===== src/rtl/sram_march_tester.sv =====
// sram_march_tester: writes a pattern over an address window through the SPI SRAM encoder, reads it back and compares.
// Latency: one encoder request per word op; request is low for >=1 cycle between ops (2 after a read, for the compare).
// Backpressure: waits for mem_initialized and the busy high/low handshake; busy never rising within TIMEOUT_CYCLES ends the run.
// Optional build macro SRAM_TESTER_LFSR_EN: pattern_sel=3 becomes a Galois LFSR instead of ~address.
module sram_march_tester #(
    parameter int WORD_WIDTH     = 16,
    parameter int ADDRESS_WIDTH  = 16,
    parameter int ERR_WIDTH      = 8,
    parameter int TIMEOUT_CYCLES = 1024
) (
    input  logic                     clk,
    input  logic                     reset,
    input  logic                     start,
    input  logic                     abort,
    input  logic                     mode_block,
    input  logic [1:0]               pattern_sel,
    input  logic                     stop_on_error,
    input  logic [ADDRESS_WIDTH-1:0] base_addr,
    input  logic [ADDRESS_WIDTH:0]   length,
    input  logic [WORD_WIDTH-1:0]    seed,
    output logic                     running,
    output logic                     done,
    output logic                     pass,
    output logic                     timeout,
    output logic [ERR_WIDTH-1:0]     err_count,
    output logic [ADDRESS_WIDTH-1:0] first_err_addr,
    output logic [WORD_WIDTH-1:0]    first_err_data,
    output logic                     mem_request,
    input  logic                     mem_busy,
    input  logic                     mem_initialized,
    output logic [ADDRESS_WIDTH-1:0] mem_address,
    output logic                     mem_write_enable,
    output logic [WORD_WIDTH-1:0]    mem_write_data,
    input  logic [WORD_WIDTH-1:0]    mem_read_data
);

    localparam int WW = WORD_WIDTH;
    localparam int AW = ADDRESS_WIDTH;
    localparam int EW = ERR_WIDTH;
    localparam int TW = (TIMEOUT_CYCLES > 1) ? $clog2(TIMEOUT_CYCLES) : 1;

    typedef enum logic [2:0] {
        S_IDLE,
        S_WAIT_INIT,
        S_XFER_REQ,
        S_XFER_WAIT,
        S_CHECK,
        S_ADV,
        S_DONE
    } state_t;

    state_t          state_q, state_d;

    // run configuration captured at start
    logic            mode_block_q;
    logic [1:0]      psel_q;
    logic            soe_q;
    logic [AW-1:0]   base_q;
    logic [AW:0]     len_q;
    logic [WW-1:0]   seed_q;

    // sequencing state: word index, current op, block-mode phase
    logic [AW:0]     idx_q;
    logic            op_write_q;
    logic            phase_read_q;
    logic            abort_q;
    logic [WW-1:0]   rd_data_q;
    logic [TW-1:0]   tmo_cnt_q;

    // FSM control strobes
    logic            load_cfg;
    logic            cap_rd;
    logic            do_check;
    logic            set_timeout;
    logic            step;

    logic [AW:0]     idx_next;
    logic            idx_last;
    logic            last_op;
    logic            idx_inc;
    logic            phase_switch;
    logic [AW-1:0]   cur_addr;
    logic [WW-1:0]   exp_data;
    logic [WW-1:0]   p3_data;
    logic            mismatch;

    assign idx_next     = idx_q + (AW+1)'(1);
    assign idx_last     = (idx_next == len_q);
    assign cur_addr     = base_q + AW'(idx_q);
    assign mismatch     = (rd_data_q != exp_data);
    assign last_op      = idx_last && (mode_block_q ? phase_read_q : !op_write_q);
    assign phase_switch = step && mode_block_q && !phase_read_q && idx_last;
    assign idx_inc      = step && (mode_block_q ? !phase_switch : !op_write_q);

`ifdef SRAM_TESTER_LFSR_EN
    // Right-shifting Galois masks; only the listed widths are maximal-length.
    function automatic logic [63:0] lfsr_taps(input int w);
        case (w)
            8:       return 64'hB8;
            16:      return 64'hB400;
            24:      return 64'hE10000;
            32:      return 64'h80200003;
            default: return 64'h1 << (w - 1);
        endcase
    endfunction

    localparam logic [WW-1:0] LFSR_TAPS = WW'(lfsr_taps(WW));

    logic [WW-1:0] lfsr_q;

    // LFSR tracks the word index: load at start, step per word, reload when block mode enters the read phase
    always_ff @(posedge clk or posedge reset) begin
        if (reset) begin
            lfsr_q <= '0;
        end else if (load_cfg) begin
            lfsr_q <= (seed == '0) ? WW'(1) : seed;
        end else if (phase_switch) begin
            lfsr_q <= (seed_q == '0) ? WW'(1) : seed_q;
        end else if (idx_inc) begin
            lfsr_q <= (lfsr_q >> 1) ^ (lfsr_q[0] ? LFSR_TAPS : '0);
        end
    end

    assign p3_data = lfsr_q;
`else
    assign p3_data = ~WW'(cur_addr);
`endif

    // expected word for the current index; identical for the write and its later read
    always_comb begin
        exp_data = '0;
        case (psel_q)
            2'd0:    exp_data = seed_q + WW'(idx_q);
            2'd1:    exp_data = WW'(cur_addr);
            2'd2:    exp_data = WW'(1) << (32'(idx_q) % WW);
            default: exp_data = p3_data;
        endcase
    end

    // state register; reset drops the request combinationally through the state decode
    always_ff @(posedge clk or posedge reset) begin
        if (reset) begin
            state_q <= S_IDLE;
        end else begin
            state_q <= state_d;
        end
    end

    // next-state and control strobes
    always_comb begin
        state_d     = state_q;
        load_cfg    = 1'b0;
        cap_rd      = 1'b0;
        do_check    = 1'b0;
        set_timeout = 1'b0;
        step        = 1'b0;
        case (state_q)
            S_IDLE, S_DONE: begin
                if (start) begin
                    load_cfg = 1'b1;
                    state_d  = (length == '0) ? S_DONE : S_WAIT_INIT;
                end
            end
            S_WAIT_INIT: begin
                if (abort_q) begin
                    state_d = S_DONE;
                end else if (mem_initialized) begin
                    state_d = S_XFER_REQ;
                end
            end
            S_XFER_REQ: begin
                if (mem_busy) begin
                    state_d = S_XFER_WAIT;
                end else if (tmo_cnt_q == TW'(TIMEOUT_CYCLES - 1)) begin
                    set_timeout = 1'b1;
                    state_d     = S_DONE;
                end
            end
            S_XFER_WAIT: begin
                if (!mem_busy) begin
                    cap_rd  = 1'b1;
                    state_d = op_write_q ? S_ADV : S_CHECK;
                end
            end
            S_CHECK: begin
                do_check = 1'b1;
                state_d  = (mismatch && soe_q) ? S_DONE : S_ADV;
            end
            S_ADV: begin
                if (abort_q || last_op) begin
                    state_d = S_DONE;
                end else begin
                    step    = 1'b1;
                    state_d = S_XFER_REQ;
                end
            end
            default: state_d = S_IDLE;
        endcase
    end

    // configuration capture, sequencing counters and result registers
    always_ff @(posedge clk or posedge reset) begin
        if (reset) begin
            mode_block_q   <= 1'b0;
            psel_q         <= '0;
            soe_q          <= 1'b0;
            base_q         <= '0;
            len_q          <= '0;
            seed_q         <= '0;
            idx_q          <= '0;
            op_write_q     <= 1'b0;
            phase_read_q   <= 1'b0;
            abort_q        <= 1'b0;
            rd_data_q      <= '0;
            tmo_cnt_q      <= '0;
            timeout        <= 1'b0;
            err_count      <= '0;
            first_err_addr <= '0;
            first_err_data <= '0;
        end else if (load_cfg) begin
            mode_block_q   <= mode_block;
            psel_q         <= pattern_sel;
            soe_q          <= stop_on_error;
            base_q         <= base_addr;
            len_q          <= length;
            seed_q         <= seed;
            idx_q          <= '0;
            op_write_q     <= 1'b1;
            phase_read_q   <= 1'b0;
            abort_q        <= 1'b0;
            rd_data_q      <= '0;
            tmo_cnt_q      <= '0;
            timeout        <= 1'b0;
            err_count      <= '0;
            first_err_addr <= '0;
            first_err_data <= '0;
        end else begin
            if (abort && running) begin
                abort_q <= 1'b1;
            end
            if (state_q == S_XFER_REQ && !mem_busy) begin
                tmo_cnt_q <= tmo_cnt_q + TW'(1);
            end else begin
                tmo_cnt_q <= '0;
            end
            if (cap_rd) begin
                rd_data_q <= mem_read_data;
            end
            if (set_timeout) begin
                timeout <= 1'b1;
            end
            if (do_check && mismatch) begin
                if (err_count != '1) begin
                    err_count <= err_count + EW'(1);
                end
                if (err_count == '0) begin
                    first_err_addr <= cur_addr;
                    first_err_data <= rd_data_q;
                end
            end
            if (phase_switch) begin
                phase_read_q <= 1'b1;
                op_write_q   <= 1'b0;
                idx_q        <= '0;
            end else if (step) begin
                if (idx_inc) begin
                    idx_q <= idx_next;
                end
                if (!mode_block_q) begin
                    op_write_q <= !op_write_q;
                end
            end
        end
    end

    assign running          = (state_q != S_IDLE) && (state_q != S_DONE);
    assign done             = (state_q == S_DONE);
    assign pass             = done && (err_count == '0) && !timeout;
    assign mem_request      = (state_q == S_XFER_REQ) || (state_q == S_XFER_WAIT);
    assign mem_write_enable = mem_request && op_write_q;
    assign mem_address      = cur_addr;
    assign mem_write_data   = exp_data;

endmodule


===== config.mk =====
export PLATFORM = sky130hd
export DESIGN_NAME = sram_march_tester
export DESIGN_NICKNAME = d
export VERILOG_FILES = /design/src/rtl/sram_march_tester.sv
export SDC_FILE = /design/constraint.sdc
export NUM_CORES = 1
export LEC_CHECK = 0
export CORE_MARGIN = 2
export CORE_UTILIZATION = 40
export DETAILED_ROUTE_END_ITERATION = 8
export DONT_BUFFER_PORTS = 1
export PLACE_DENSITY = 0.59
export SKIP_CTS_REPAIR_TIMING = 1
export SYNTH_ARGS = -nofsm -noshare
export SYNTH_HDL_FRONTEND = slang
export SYNTH_SLANG_ARGS = --single-unit

===== constraint.sdc =====
create_clock -name clk -period 5.6 [get_ports clk]
set_input_delay 0.56 -clock clk [delete_from_list [all_inputs] [get_ports clk]]
set_output_delay 0.56 -clock clk [all_outputs]
set_load 0.01 [all_outputs]

==> summary.md, run 1 <==
| Metric | Value |
|---|---|
| Status | complete, no violations |
| Final setup vio count | 0 |
| Lkg Pwr | 0.00467 uW |
| Post-synth EDFFs | 0 |
| Largest net degree at the start of global routing | 98 |
| # port buffers | 0 |
| Fmax | 201 MHz |
| Netlist Area Pre-Place | 9560 sq um |
| CP arrival | 5.28 ns |
| Clock sink count | 143 |
| Post-DP HPWL | 20500 um |
| Clock Skews | 0.0127 ns |
| CP Capture Type | register |
| Cell Chain, Critical Path | ha_1, inv_1, fa_1, nor2b_1, o2111ai_1, a2111oi_0, nor3_1, mux2i_1, xnor2_1, nand4b_1, nor4_2, nand4_1, buf_4, and3_2, mux2_4 |
| Fraction of layout cells with a size suffix above 1 | 0.0731 |
| Delay-heaviest family, CP | simple AND/OR/NAND/NOR gates |
| Clock tree buffer depth | 2 |
| Min-Delay Path Class | primary input to asynchronous set/reset pin |
| Hold slack | 0.170 ns |
| Core area | 23500 sq um |
| Area leader, netlist | dfrtp_1 |
| DRT Pass-1 Iters | 7 |
| Cells after synthesis | 1152 |
| Starting Density | 0.407 |
| Synth warn | 0 |
| Rel. slew slack | 0.245 |
| Antenna violations before repair | 0 |
| Wire per inst | 18.9 um |
| Global-route wire length before repair | 43900 um |
| Skew-Pair Late Insertion Delay | 0.43 ns |
| 1st-iter DRT viols | 571 |
| Number of global-route vias before repair | 7901 |
| Diodes inserted | 0 |
| Mapped Nets | 1268 |
| Area Growth Syn to Fin | 8.88% |
| Slowest cell on crit path | and3_2 |
| Clock transition at the registers of the reported paths | 0.07 ns |
| Worst VDD drop | 0.000287 V |
| Crit share post-route | 0.889 |
| Fin nets | 1240 |
| Final TNS setup | 0 ns |
| Avg Cell Area, Syn | 8.30 sq um |
| Die area | 25100 sq um |
| Share of the synthesized area in the top cell type | 0.374 |
| ANT nets after route | 0 |
| Most common cell after layout, fill and taps aside | nand2_1 |
| Clk root buf | clkbuf_16 |
| Endpoints failing hold | 0 |
| # IOs | 153 |
| # fillers | 2367 |
| Vert. Die Dim | 159 um |
| Max Cap Violations | 0 |
| Critical path data required time | 5.90 ns |
| CP max FO | 32 |
| RSZ-0062 raised after global routing | no |
| Fin crit period | 4.98 ns |
| Yosys cell types | 76 |
| Vias | 8194 |
| Ys async rst share | 1.00 |
| Worst-margin pin slew | 1.13 ns |
| Synth area leaders | dfrtp_1 (37%), nand2_1 (10%), ha_1 (5.1%), mux2i_1 (3.8%), xnor2_1 (3.7%) |
| Setup CP Type | register to register |
| Max-slew violation count | 0 |
| Via-to-Cell Ratio | 5.63 |
| Buf/Inv on CP | 2 |
| Die Span X | 159 um |
| Multi-input gate area | 5570 sq um |
| Register area share after synthesis | 0.374 |
| Worst Setup Start Kind | register |
| Cts bufs inserted | 17 |
| Highest-count cells in the layout ignoring fill and taps | nand2_1 (265), dfrtp_1 (143), nand3_1 (67) |
| Synth Flop Type | dfrtp_1 |
| Placer congestion estimate | 0.934 |
| H-Tree Depth | 4 |
| Slowest stage delay, CP | 0.54 ns |
| CTS tree | done |
| Residual DRC | 0 |
| FF+latch area | 3580 sq um |
| Post-Route WL | 27500 um |
| Yosys reg bits | 143 |
| PwrDens | 523 nW/um^2 |
| Total GRT Usage | 0.225 |
| GRT overflow | 0 |
| # rows | 56 |
worst register-to-register path: cells and delay by family, from the launching register on:
kind | cells | cell delay [ns]
simple gates | 6 | 1.62
mux | 2 | 0.92
compound gates | 2 | 0.70
fa+ha+maj | 2 | 0.67
flops | 1 | 0.52
buf+inv | 2 | 0.26
xor+xnor | 1 | 0.18
flip-flops by register name, indices dropped and copies added, names as in the netlist, 2 cells and up:
register	count
first_err_data	16
base_q	16
tmo_cnt_q	10
psel_q	2
seed_q	16
rd_data_q	16
first_err_addr	16
err_count	8
state_q	3
len_q	17
idx_q	17
where the power goes:
part | leakage (uW) | internal (uW) | switching, uW | total [uW]
clock network | 0.000272 | 631 | 486 | 1120
registers | 0.00189 | 1390 | 402 | 1790
logic | 0.00252 | 954 | 1580 | 2530
metrics by stage:
stage	instances	cell area, sq um	total power, uW	utilization	setup WS [ns]
final	1455	10400	5440	0.443	0.624
after global routing	1455	10400	5870	0.443	0.300
after global placement	1424	9840	4300	0.419	0.735
after CTS	1455	10400	5470	0.443	0.595
after floorplan	1152	9560	3650	-	1.20
after detailed placement	1424	9840	4340	0.419	0.638
per-layer routing:
layer,GRT usage,wire length (um),vias up
li1,-,-,3971
met1,0.304,12400,3934
met2,0.361,12800,244
met3,0.0506,1630,45
met4,0.0674,683,0
met5,0,0,-
final cells by class:
class                      count  share of cell area
multi-input combinational    902               0.536
sequential                   143               0.344
tap                          319              0.0384
timing repair buffer          15              0.0108
clock inverter                13              0.0125
inverter                      45              0.0167
clock buffer                  18              0.0422
worst paths after layout:
| check | from | end | slack, ns | cells after the start |
|---|---|---|---|---|
| min | reset | len_q[14] | 0.17 | 1 |
| max in group asynchronous | reset | base_q[4] | 4.24 | 2 |
| min reg2reg | seed_q[9] | seed_q[9] | 0.48 | 2 |
| max reg2reg | idx_q[0] | first_err_addr[9] | 0.62 | 15 |
| max | idx_q[0] | first_err_addr[9] | 0.62 | 15 |
| min in group clk | length[8] | len_q[8] | 0.24 | 2 |
logic make-up after synthesis:
| kind of cell | share of synthesized area |
|---|---|
| xor gates and xnor gates | 0.0606 |
| AOI/OAI and AO/OA | 0.142 |
| adders and majority gates | 0.0563 |
| muxes | 0.0577 |
| buffers and inverters | 0.0449 |
| and+or+nand+nor | 0.264 |
| DFF | 0.374 |
Yosys cell counts, drive strengths merged (21+ instances only):
master and n:
dfrtp 143, mux2i 36, nor2 53, nor3 25
xor2 21, ha 39, a21oi 64, xnor2 40
or3 27, inv 44, o21ai 38, nand2 266
clkbuf 49, nand3 67
(Power assumes the default switching activity.)
==> inputs of run 2 (changes only) <==
==> constraint.sdc (replaced) <==
create_clock -name clk -period 5.2 [get_ports clk]
set_input_delay 0.52 -clock clk [delete_from_list [all_inputs] [get_ports clk]]
set_output_delay 0.52 -clock clk [all_outputs]
set_load 0.01 [all_outputs]
==> run 2 against run 1 <==
  * Critical path depth down 1
  * Final cell count rose by 0.41%
  * Core utilization rose by 0.25 points
  * Flip-flop and latch count unchanged
  * Non-clock buffer count rose by 5
  * Global-route usage is 0.36 points higher
  * Sequential share of layout area is 0.19 points lower
  * Via count up 1.0%
  * Sequential power increased by 9%
  * First-iteration DRC count rose by 6.8%
  * Die area stayed put
  * Fmax increased by 2.8%
==> summary.md, run 2 (synthesis results as in run 1) <==
| Metric | Value |
|---|---|
| # port buffers | 0 (unchanged) |
| Area Growth Syn to Fin | 9.49% |
| Clock Skews | 0.0112 ns (-0.00153 ns) |
| CP max FO | 32 (unchanged) |
| Setup CP Type | register to register |
| # rows | 56 (unchanged) |
| Final setup vio count | 0 (unchanged) |
| Residual DRC | 0 (unchanged) |
| Antenna violations before repair | 1 (+1) |
| Number of global-route vias before repair | 7982 (+1.0%) |
| Endpoints failing hold | 0 (unchanged) |
| Fraction of layout cells with a size suffix above 1 | 0.0762 (+0.00319) |
| Non-filler cells, final | 1461 (+0.41%) |
| Rel. slew slack | 0.292 (+0.0469) |
| Wire per inst | 19.3 um (+2.2%) |
| Die area | 25100 sq um (unchanged) |
| Most common cell after layout, fill and taps aside | nand2_1 |
| CP arrival | 5.15 ns (-0.13 ns) |
| Placer congestion estimate | 0.975 (+4.4%) |
| # IOs | 153 (unchanged) |
| Max-slew violation count | 0 (unchanged) |
| DR top layer | met4 |
| Max Cap Violations | 0 (unchanged) |
| CP Capture Type | register |
| Met2 WL post-DR | 13000 um (+1.6%) |
| Met3 routed WL | 1780 um (+9.3%) |
| Vert. Die Dim | 159 um (unchanged) |
| Lkg Pwr | 0.00470 uW (+0.64%) |
| Power Total | 5980 uW (+9.9%) |
| ANT nets after route | 0 (unchanged) |
| Clk root buf | clkbuf_16 |
| Starting Density | 0.407 (unchanged) |
| Die Span X | 159 um (unchanged) |
| Slowest stage delay, CP | 0.58 ns (+0.04 ns) |
| DRT Pass-1 Iters | 5 (-2) |
| Critical path data required time | 5.50 ns (-0.40 ns) |
| Worst VDD drop | 0.000260 V (-9.4%) |
| Final TNS setup | 0 ns (unchanged) |
| Largest registers | idx_q: 17 flops, len_q: 17 flops |
| Cell Chain, Critical Path | ha_1, inv_1, fa_1, nor2b_1, o2111a_1, or3_1, mux2i_1, mux2i_1, xnor2_1, nand4b_1, nor4_2, nand4_1, and3_2, mux2_4 |
| Crit share post-route | 0.931 (+0.0425) |
| Via-to-Cell Ratio | 5.66 (+0.59%) |
| Pre-CTS setup slack | 0.414 ns (-0.224 ns) |
| Post-Route WL | 28200 um (+2.6%) |
| Placed Instances | 1429 (+0.35%) |
| Core area | 23500 sq um (unchanged) |
| Post-DP HPWL | 21000 um (+2.7%) |
| Fin nets | 1245 (+0.40%) |
| Worst Setup Start Kind | register |
| Status | complete, no violations |
| Highest-count cells in the layout ignoring fill and taps | nand2_1 (265), dfrtp_1 (143), nand3_1 (67) |
| RSZ-0062 raised after global routing | no |
| Slowest cell on crit path | and3_2 |
| Wl on met1 | 12600 um (+1.9%) |
| Worst-margin pin slew | 1.05 ns (-0.0751 ns) |
| H-Tree Depth | 4 (unchanged) |
| Setup slack after layout | 0.358 ns (-0.266 ns) |
| Cts bufs inserted | 17 (unchanged) |
| Skew-Pair Late Insertion Delay | 0.43 ns (about the same) |
| Fmax | 207 MHz (+2.8%) |
| Global-route wire length before repair | 44500 um (+1.4%) |
| Fin crit period | 4.84 ns (-0.134 ns) |
| Clock sink count | 143 (unchanged) |
| CTS tree | done |
| Clock transition at the registers of the reported paths | 0.06 ns (about the same) |
| Largest net degree at the start of global routing | 107 (+9.2%) |
| CP dominant cell by count | mux2i_1 |
| Min-Delay Path Class | primary input to asynchronous set/reset pin |
| 1st-iter DRT viols | 610 (+6.8%) |
| GRT overflow | 0 (unchanged) |
| Clock tree buffer depth | 2 (unchanged) |
| Total GRT Usage | 0.229 (+0.00360) |
| PwrDens | 571 nW/um^2 (+9.2%) |
| Vias | 8276 (+1.0%) |
run 2: cell types whose count changed in the layout (fill, tap and decap cells not counted), sizes merged:
cell    previous run  this run
buf               15        20
inv               50        47
clkbuf            18        20
bufinv             1         2
diode              0         1
run 2: final timing paths:
| path | cells past startpoint | to | slack [ns] | from |
|---|---|---|---|---|
| setup reg to reg | 14 | first_err_addr[9] | 0.36 | idx_q[0] |
| min in group clk | 2 | len_q[4] | 0.19 | length[4] |
| max in group asynchronous | 2 | base_q[3] | 3.94 | reset |
| setup / recovery | 14 | first_err_addr[9] | 0.36 | idx_q[0] |
| hold reg to reg | 2 | seed_q[9] | 0.49 | seed_q[9] |
| hold / removal | 1 | abort_q | 0.14 | reset |
run 2: critical path: cells and delay by family, from the launching register on:
family	cells	cell delay (ns)
adders and majority gates	2	0.72
and+or+nand+nor	6	1.72
xor gates and xnor gates	1	0.17
buffers and inverters	1	0.07
AOI/OAI and AO/OA	1	0.30
muxes	3	1.16
DFF	1	0.52
run 2: area by class of cell:
type,instances,area [sq um]
multi-input cells,902,5570
repair buffers,20,150
inverters,45,174
clock buffers,20,457
well taps,319,399
fillers,2356,13000
flip-flops and latches,143,3580
clock inverters,11,131
diodes,1,2.50
run 2: power breakdown:
group | internal [uW] | switching (uW)
registers | 1500 | 445
logic | 1050 | 1740
clock network | 734 | 504
run 2: layer usage:
metal / GRT usage / up-vias
li1: - / 3979
met1: 0.307 / 3962
met2: 0.366 / 281
met3: 0.0455 / 54
met4: 0.0832 / 0
met5: 0 / -
run 2: metrics by stage:
step | instance area, sq um | hold slack, ns | utilization
floorplan | 9560 | 0.452 | -
global placement | 9870 | 0.476 | 0.421
detailed placement | 9870 | 0.475 | 0.421
CTS | 10500 | 0.184 | 0.446
global route | 10500 | 0.187 | 0.446
finish | 10500 | 0.139 | 0.446
